File: src/rtl/noc_terminal_if.sv
// rtl/noc_terminal_if.sv - host and router-local-port signal bundle for noc_terminal
`ifndef SIZE
`define SIZE 8
`endif

interface noc_terminal_if #(parameter int CNT_W = 16);
   logic              inj_valid;
   logic              inj_ready;
   logic [`SIZE-1:0]  inj_data;
   logic              net_req;
   logic              net_ack;
   logic [`SIZE-1:0]  net_data;
   logic              ej_req;
   logic              ej_ack;
   logic [`SIZE-1:0]  ej_data;
   logic              out_valid;
   logic              out_ready;
   logic [`SIZE-1:0]  out_data;
   logic [CNT_W-1:0]  sent_count;
   logic [CNT_W-1:0]  recv_count;

   modport master (
      output inj_valid, inj_data, net_ack, ej_req, ej_data, out_ready,
      input  inj_ready, net_req, net_data, ej_ack, out_valid, out_data,
             sent_count, recv_count
   );

   modport slave (
      input  inj_valid, inj_data, net_ack, ej_req, ej_data, out_ready,
      output inj_ready, net_req, net_data, ej_ack, out_valid, out_data,
             sent_count, recv_count
   );
endinterface

File: src/rtl/noc_terminal.sv
// rtl/noc_terminal.sv - router local-port endpoint: valid/ready <-> 4-phase req/ack bridge
// with a first-word-fall-through ejection FIFO and wrap-around flit counters.
`ifndef SIZE
`define SIZE 8
`endif

module noc_terminal #(
   parameter int id       = -1,
   parameter int EJ_DEPTH = 4,
   parameter int CNT_W    = 16
) (
   input  logic           clk,
   input  logic           reset,
   noc_terminal_if.slave  bus
);
   localparam int unused_id = id;
   localparam int AW = $clog2(EJ_DEPTH);
   localparam logic [AW:0] FULL_CNT = (AW+1)'(EJ_DEPTH);

   typedef enum logic [1:0] {T_IDLE, T_REQ, T_REL} tx_state_t;
   typedef enum logic       {R_IDLE, R_ACK}        rx_state_t;

   tx_state_t tx_state, tx_next;
   rx_state_t rx_state, rx_next;

   logic [`SIZE-1:0] net_data_q;
   logic [CNT_W-1:0] sent_q, recv_q;
   logic [`SIZE-1:0] mem [EJ_DEPTH];
   logic [AW-1:0]    wr_ptr, rd_ptr;
   logic [AW:0]      count;

   logic inj_fire, net_done, push, pop;

   assign bus.inj_ready  = (tx_state == T_IDLE) & ~bus.net_ack;
   assign bus.net_req    = (tx_state == T_REQ);
   assign bus.net_data   = net_data_q;
   assign bus.ej_ack     = (rx_state == R_ACK);
   assign bus.out_valid  = (count != '0);
   assign bus.out_data   = mem[rd_ptr];
   assign bus.sent_count = sent_q;
   assign bus.recv_count = recv_q;
   assign pop            = bus.out_valid & bus.out_ready;

   always_comb begin
      tx_next  = tx_state;
      inj_fire = 1'b0;
      net_done = 1'b0;
      case (tx_state)
         T_IDLE: if (bus.inj_valid && bus.inj_ready) begin
            inj_fire = 1'b1;
            tx_next  = T_REQ;
         end
         T_REQ: if (bus.net_ack) begin
            net_done = 1'b1;
            tx_next  = T_REL;
         end
         T_REL: if (!bus.net_ack) tx_next = T_IDLE;
         default: tx_next = T_IDLE;
      endcase
   end

   // Full check deliberately uses count before any same-cycle pop.
   always_comb begin
      rx_next = rx_state;
      push    = 1'b0;
      case (rx_state)
         R_IDLE: if (bus.ej_req && count != FULL_CNT) begin
            push    = 1'b1;
            rx_next = R_ACK;
         end
         R_ACK: if (!bus.ej_req) rx_next = R_IDLE;
         default: rx_next = R_IDLE;
      endcase
   end

   always_ff @(posedge clk or posedge reset) begin
      if (reset) begin
         tx_state   <= T_IDLE;
         rx_state   <= R_IDLE;
         net_data_q <= '0;
         sent_q     <= '0;
         recv_q     <= '0;
         wr_ptr     <= '0;
         rd_ptr     <= '0;
         count      <= '0;
         for (int i = 0; i < EJ_DEPTH; i++) mem[i] <= '0;
      end else begin
         tx_state <= tx_next;
         rx_state <= rx_next;
         if (inj_fire) net_data_q <= bus.inj_data;
         if (net_done) sent_q <= sent_q + 1'b1;
         if (push) begin
            mem[wr_ptr] <= bus.ej_data;
            wr_ptr      <= wr_ptr + 1'b1;
            recv_q      <= recv_q + 1'b1;
         end
         if (pop) rd_ptr <= rd_ptr + 1'b1;
         case ({push, pop})
            2'b10:   count <= count + 1'b1;
            2'b01:   count <= count - 1'b1;
            default: count <= count;
         endcase
      end
   end
endmodule

File: src/flat_wrapper.sv
// flat-port wrapper written by rule: the top's interface ports become plain ports
module noc_terminal_flat 
#(
   parameter int id       = -1,
   parameter int EJ_DEPTH = 4,
   parameter int CNT_W    = 16
)
  (clk, reset, bus_inj_valid, bus_inj_data, bus_net_ack, bus_ej_req, bus_ej_data, bus_out_ready, bus_inj_ready, bus_net_req, bus_net_data, bus_ej_ack, bus_out_valid, bus_out_data, bus_sent_count, bus_recv_count);
  noc_terminal_if #(.CNT_W(CNT_W)) bus_i ();
  input  logic clk;
  input  logic reset;
  input wire logic [$bits(bus_i.inj_valid)-1:0] bus_inj_valid;
  input wire logic [$bits(bus_i.inj_data)-1:0] bus_inj_data;
  input wire logic [$bits(bus_i.net_ack)-1:0] bus_net_ack;
  input wire logic [$bits(bus_i.ej_req)-1:0] bus_ej_req;
  input wire logic [$bits(bus_i.ej_data)-1:0] bus_ej_data;
  input wire logic [$bits(bus_i.out_ready)-1:0] bus_out_ready;
  output wire logic [$bits(bus_i.inj_ready)-1:0] bus_inj_ready;
  output wire logic [$bits(bus_i.net_req)-1:0] bus_net_req;
  output wire logic [$bits(bus_i.net_data)-1:0] bus_net_data;
  output wire logic [$bits(bus_i.ej_ack)-1:0] bus_ej_ack;
  output wire logic [$bits(bus_i.out_valid)-1:0] bus_out_valid;
  output wire logic [$bits(bus_i.out_data)-1:0] bus_out_data;
  output wire logic [$bits(bus_i.sent_count)-1:0] bus_sent_count;
  output wire logic [$bits(bus_i.recv_count)-1:0] bus_recv_count;
  assign bus_i.inj_valid = bus_inj_valid;
  assign bus_i.inj_data = bus_inj_data;
  assign bus_i.net_ack = bus_net_ack;
  assign bus_i.ej_req = bus_ej_req;
  assign bus_i.ej_data = bus_ej_data;
  assign bus_i.out_ready = bus_out_ready;
  assign bus_inj_ready = bus_i.inj_ready;
  assign bus_net_req = bus_i.net_req;
  assign bus_net_data = bus_i.net_data;
  assign bus_ej_ack = bus_i.ej_ack;
  assign bus_out_valid = bus_i.out_valid;
  assign bus_out_data = bus_i.out_data;
  assign bus_sent_count = bus_i.sent_count;
  assign bus_recv_count = bus_i.recv_count;
  noc_terminal #(.id(id), .EJ_DEPTH(EJ_DEPTH), .CNT_W(CNT_W)) u_core (.clk(clk), .reset(reset), .bus(bus_i));
endmodule
File: config.mk
export PLATFORM = sky130hd
export DESIGN_NAME = noc_terminal_flat
export DESIGN_NICKNAME = d
export VERILOG_FILES = /design/src/rtl/noc_terminal_if.sv /design/src/rtl/noc_terminal.sv /design/src/flat_wrapper.sv
export SDC_FILE = /design/constraint.sdc
export NUM_CORES = 1
export LEC_CHECK = 0
export BUFFER_PORTS_ARGS = -buffer_cell sky130_fd_sc_hd__buf_2
export CORE_MARGIN = 3
export CORE_UTILIZATION = 47
export DETAILED_ROUTE_END_ITERATION = 16
export PLACE_DENSITY = 0.67
export REMOVE_ABC_BUFFERS = 1
export SLEW_MARGIN = 10
export SYNTH_ARGS = -nofsm -noshare
export SYNTH_HDL_FRONTEND = slang
export SYNTH_SLANG_ARGS = --single-unit
export TNS_END_PERCENT = 30
File: constraint.sdc
create_clock -name clk -period 7 [get_ports clk]
set_clock_uncertainty 0.05 [all_clocks]
set_input_delay 1.4 -clock clk [delete_from_list [all_inputs] [get_ports clk]]
set_output_delay 1.4 -clock clk [all_outputs]
set_load 0.05 [all_outputs]
==> results by group <==
Status
  – Status: finished clean

Detailed routing
  – TritonRoute pass-1 iters: 5
  – Via count: 2272
  – Vias/cell: 5.071
  – First DRT Iteration DRCs: 69
  – Post-route ant nets: 0
  – DRC viols: 0
  – Drt wl/cell: approximately 15 µm
  – Post-Route WL: 6.736 mm

Power
  – Reg power frac: approximately 38%
  – Peak VDD IR: 0.0002729 V
  – Int Pwr: 0.001193 W
  – Static Leakage: approximately 2.2 nW
  – Power Total: around 0.0021 W
  – Clock share of power: 17.0%
  – Sw frac: between 40% and 50%
  – Power per cell area: between 400 and 500 mW/mm²
  – Combinational share of power: 45.0%
  – Switching power: 0.0008638 W

Yosys
  – Post-synthesis cell type count: 35
  – Top FF cell, synth: dfrtp_1
  – Post-Synthesis Cells: 263
  – Count leader, synth: dfrtp_1
  – Area leader, netlist: dfrtp_1
  – #FFs+latches synth: 82
  – Top cells by area, synth: dfrtp_1 55%, mux2_4 10%, xnor2_1 5.6%
  – Synth Area per Inst: 14.29 µm²
  – Post-synth top cells: 82 x dfrtp_1, 25 x mux2_4, 24 x xnor2_1
  – EDFF count, synth: 0
  – Sequential fraction of the synthesis area: 54.61%
  – Mapped cell area: about 0.0038 mm²
  – Share of the synthesized area in the top cell type: around 55%
  – Ys async rst share: between 90% and 100%
  – Number of synthesis warnings: 0

Global route
  – Global-route wire length before repair: around 11 mm
  – Antenna violations before repair: 0
  – Total gr overflow: 0
  – Largest net degree at the start of global routing: 83
  – Vias in the first global route: between 2000 and 2500
  – Overall global routing resource usage: about 16%

Placement
  – HPWL after DPL: ~4.6 mm
  – Worst Setup Slack post-DPL: about 3.6 ns
  – Count of input and output buffers: 73
  – RePlAce Congestion: approximately 0.8

Clocking
  – CTS resizes: 0
  – CTS Root Cell: clkbuf_8
  – Clock Pin Slew Worst Setup and Hold Paths: 0.08 ns
  – Clk_lat worst skew: between 0.3 and 0.4 ns
  – Setup Fix Bufs, Post-CTS: 0
  – Hold-fix buffers, CTS: 0
  – CTS tree: done
  – Sinks on Clock Net: between 80 and 90
  – CTS Buffer Depth: 2
  – Number of buffers created by CTS: 9
  – Max H-tree Level: 3

Run
  – # Max-Cap Violations: 0

Critical path
  – CP startpoint kind: input pin
  – Req. time, crit path: ~5.6 ns
  – Reg2reg setup slack: ~4.7 ns
  – R2R Path End: u_core.count[2]
  – Critical path class: input pin to output port
  – Crit path launch: bus_net_ack
  – Worst Path Max Fanout: 4
  – Worst setup path endpoint: bus_inj_ready
  – WP data arrival: 1.97 ns
  – Reg-to-Reg Start: u_core.count[0]
  – Reg2Reg Depth: 9
  – Worst Setup End Kind: output port

Hold path
  – Hold Crit Class: register to register
  – Hold path start: u_core.bus.recv_count[15]
  – Worst Hold Depth: 1

Layout
  – Final-stage net count: ~370
  – Antenna Cells: 0
  – Area Overhead vs Synth: 17.82%
  – Share of cells above drive strength 1: about 43%

STA
  – Setup TNS: 0 ns
  – Hold slack: between 0.4 and 0.5 ns
  – Worst Tran Pin Value: 0.9997 ns
  – Final hold violation count: 0
  – RSZ-0062 raised after global routing: no
  – Peak Freq: slightly below 0.3 GHz
  – Fin crit share: 48.85%
  – Worst setup margin: about 3.6 ns
  – Max-Slew Margin vs Limit: around 33%
  – Pins over their slew limit: 0
  – Final setup viols: 0
  – Fin crit period: 3.420 ns

Die
  – Row count: 31
  – Initial Utilization: 50.19%
  – Die Wd: about 95 µm
  – Die H: roughly 95 µm
  – Area of the die: just over 0.009 mm²
  – Placeable Area: 0.007486 mm²
  – Io pins: 74
per-layer routing:
| layer | wire, µm | up-vias | GRT usage, % |
|---|---|---|---|
| met1 | 3202 | 1145 | 22.96 |
| met2 | 3145 | 51 | 24.43 |
| met3 | 323 | 7 | 3.788 |
| li1 | - | 1069 | - |
| met4 | 64 | 0 | 5.332 |
| met5 | 0 | - | 0 |
state kept, by name, indices dropped and copies added (netlist names):
signal / cells
u_core.bus.ej_ack: 1
u_core.rd_ptr: 2
u_core.wr_ptr: 2
u_core.bus.sent_count: 16
u_core.bus.net_data: 8
u_core.count: 3
u_core.bus.recv_count: 16
u_core.mem: 32
u_core.tx_state: 2
cell families (layout without fill, tap and decap cells):
group           Yosys count  count (layout)  synth area share, %
flops                    82              82                54.61
simple gates             67              67                11.22
mux                      51              51                20.15
xor+xnor                 37              37                8.625
buf+inv                  15             101                1.998
fa+ha+maj                 8               8                2.864
compound gates            3               3               0.5328
power groups by stage:
stage / combinational, W / sequential, W / clock, W
global route: 0.000987 / 0.000808 / 0.000379
floorplan: 0.000609 / 0.000923 / 0
detailed placement: 0.000937 / 0.000789 / 0
CTS: 0.000938 / 0.000782 / 0.000357
finish: 0.000925 / 0.000782 / 0.000350
global placement: 0.000920 / 0.000786 / 0
through the flow:
stage                     area, µm²  instances  util [%]
after floorplan                3724        259         -
after global routing           4427        448     59.13
after global placement         4222        432     56.39
final                          4427        448     59.13
after CTS                      4427        448     59.13
after detailed placement       4222        432     56.39
cell type report:
cell class / count / area (µm²)
tap: 99 / 123.9
fill: 626 / 3059
sequential: 82 / 2052
multi-input combinational: 166 / 1630
clock buffer: 12 / 155.1
clock inverter: 4 / 50.05
inverter: 11 / 42.54
timing repair buffer: 74 / 372.9
how the worst min path moves through the flow:
| stage | end | slack [ns] |
|---|---|---|
| after global placement | u_core.bus.sent_count[15] | 0.41 |
| after global routing | u_core.bus.recv_count[15] | 0.45 |
| final | u_core.bus.recv_count[15] | 0.42 |
| after CTS | u_core.bus.recv_count[15] | 0.42 |
| after floorplan | u_core.count[2] | 0.41 |
| after detailed placement | u_core.bus.recv_count[15] | 0.41 |
worst max-delay path, stage by stage:
cell	delay [ns]
buf_2	0.12
nor3_1	0.15
buf_2	0.30
layout by cell type (no fill, tap or decap), types with 6 or more instances in the layout:
| cell type | instances |
|---|---|
| buf_2 | 73 |
| clkbuf_8 | 11 |
| dfrtp_1 | 82 |
| ha_1 | 7 |
| inv_1 | 10 |
| mux2_2 | 17 |
| mux2_4 | 25 |
| mux4_2 | 8 |
| nand2_1 | 14 |
| nand3_1 | 8 |
| nand4_1 | 7 |
| nor2_1 | 9 |
| nor3_1 | 6 |
| xnor2_1 | 24 |
| xor2_1 | 13 |
Note: power is estimated with default switching activity, not from simulation.
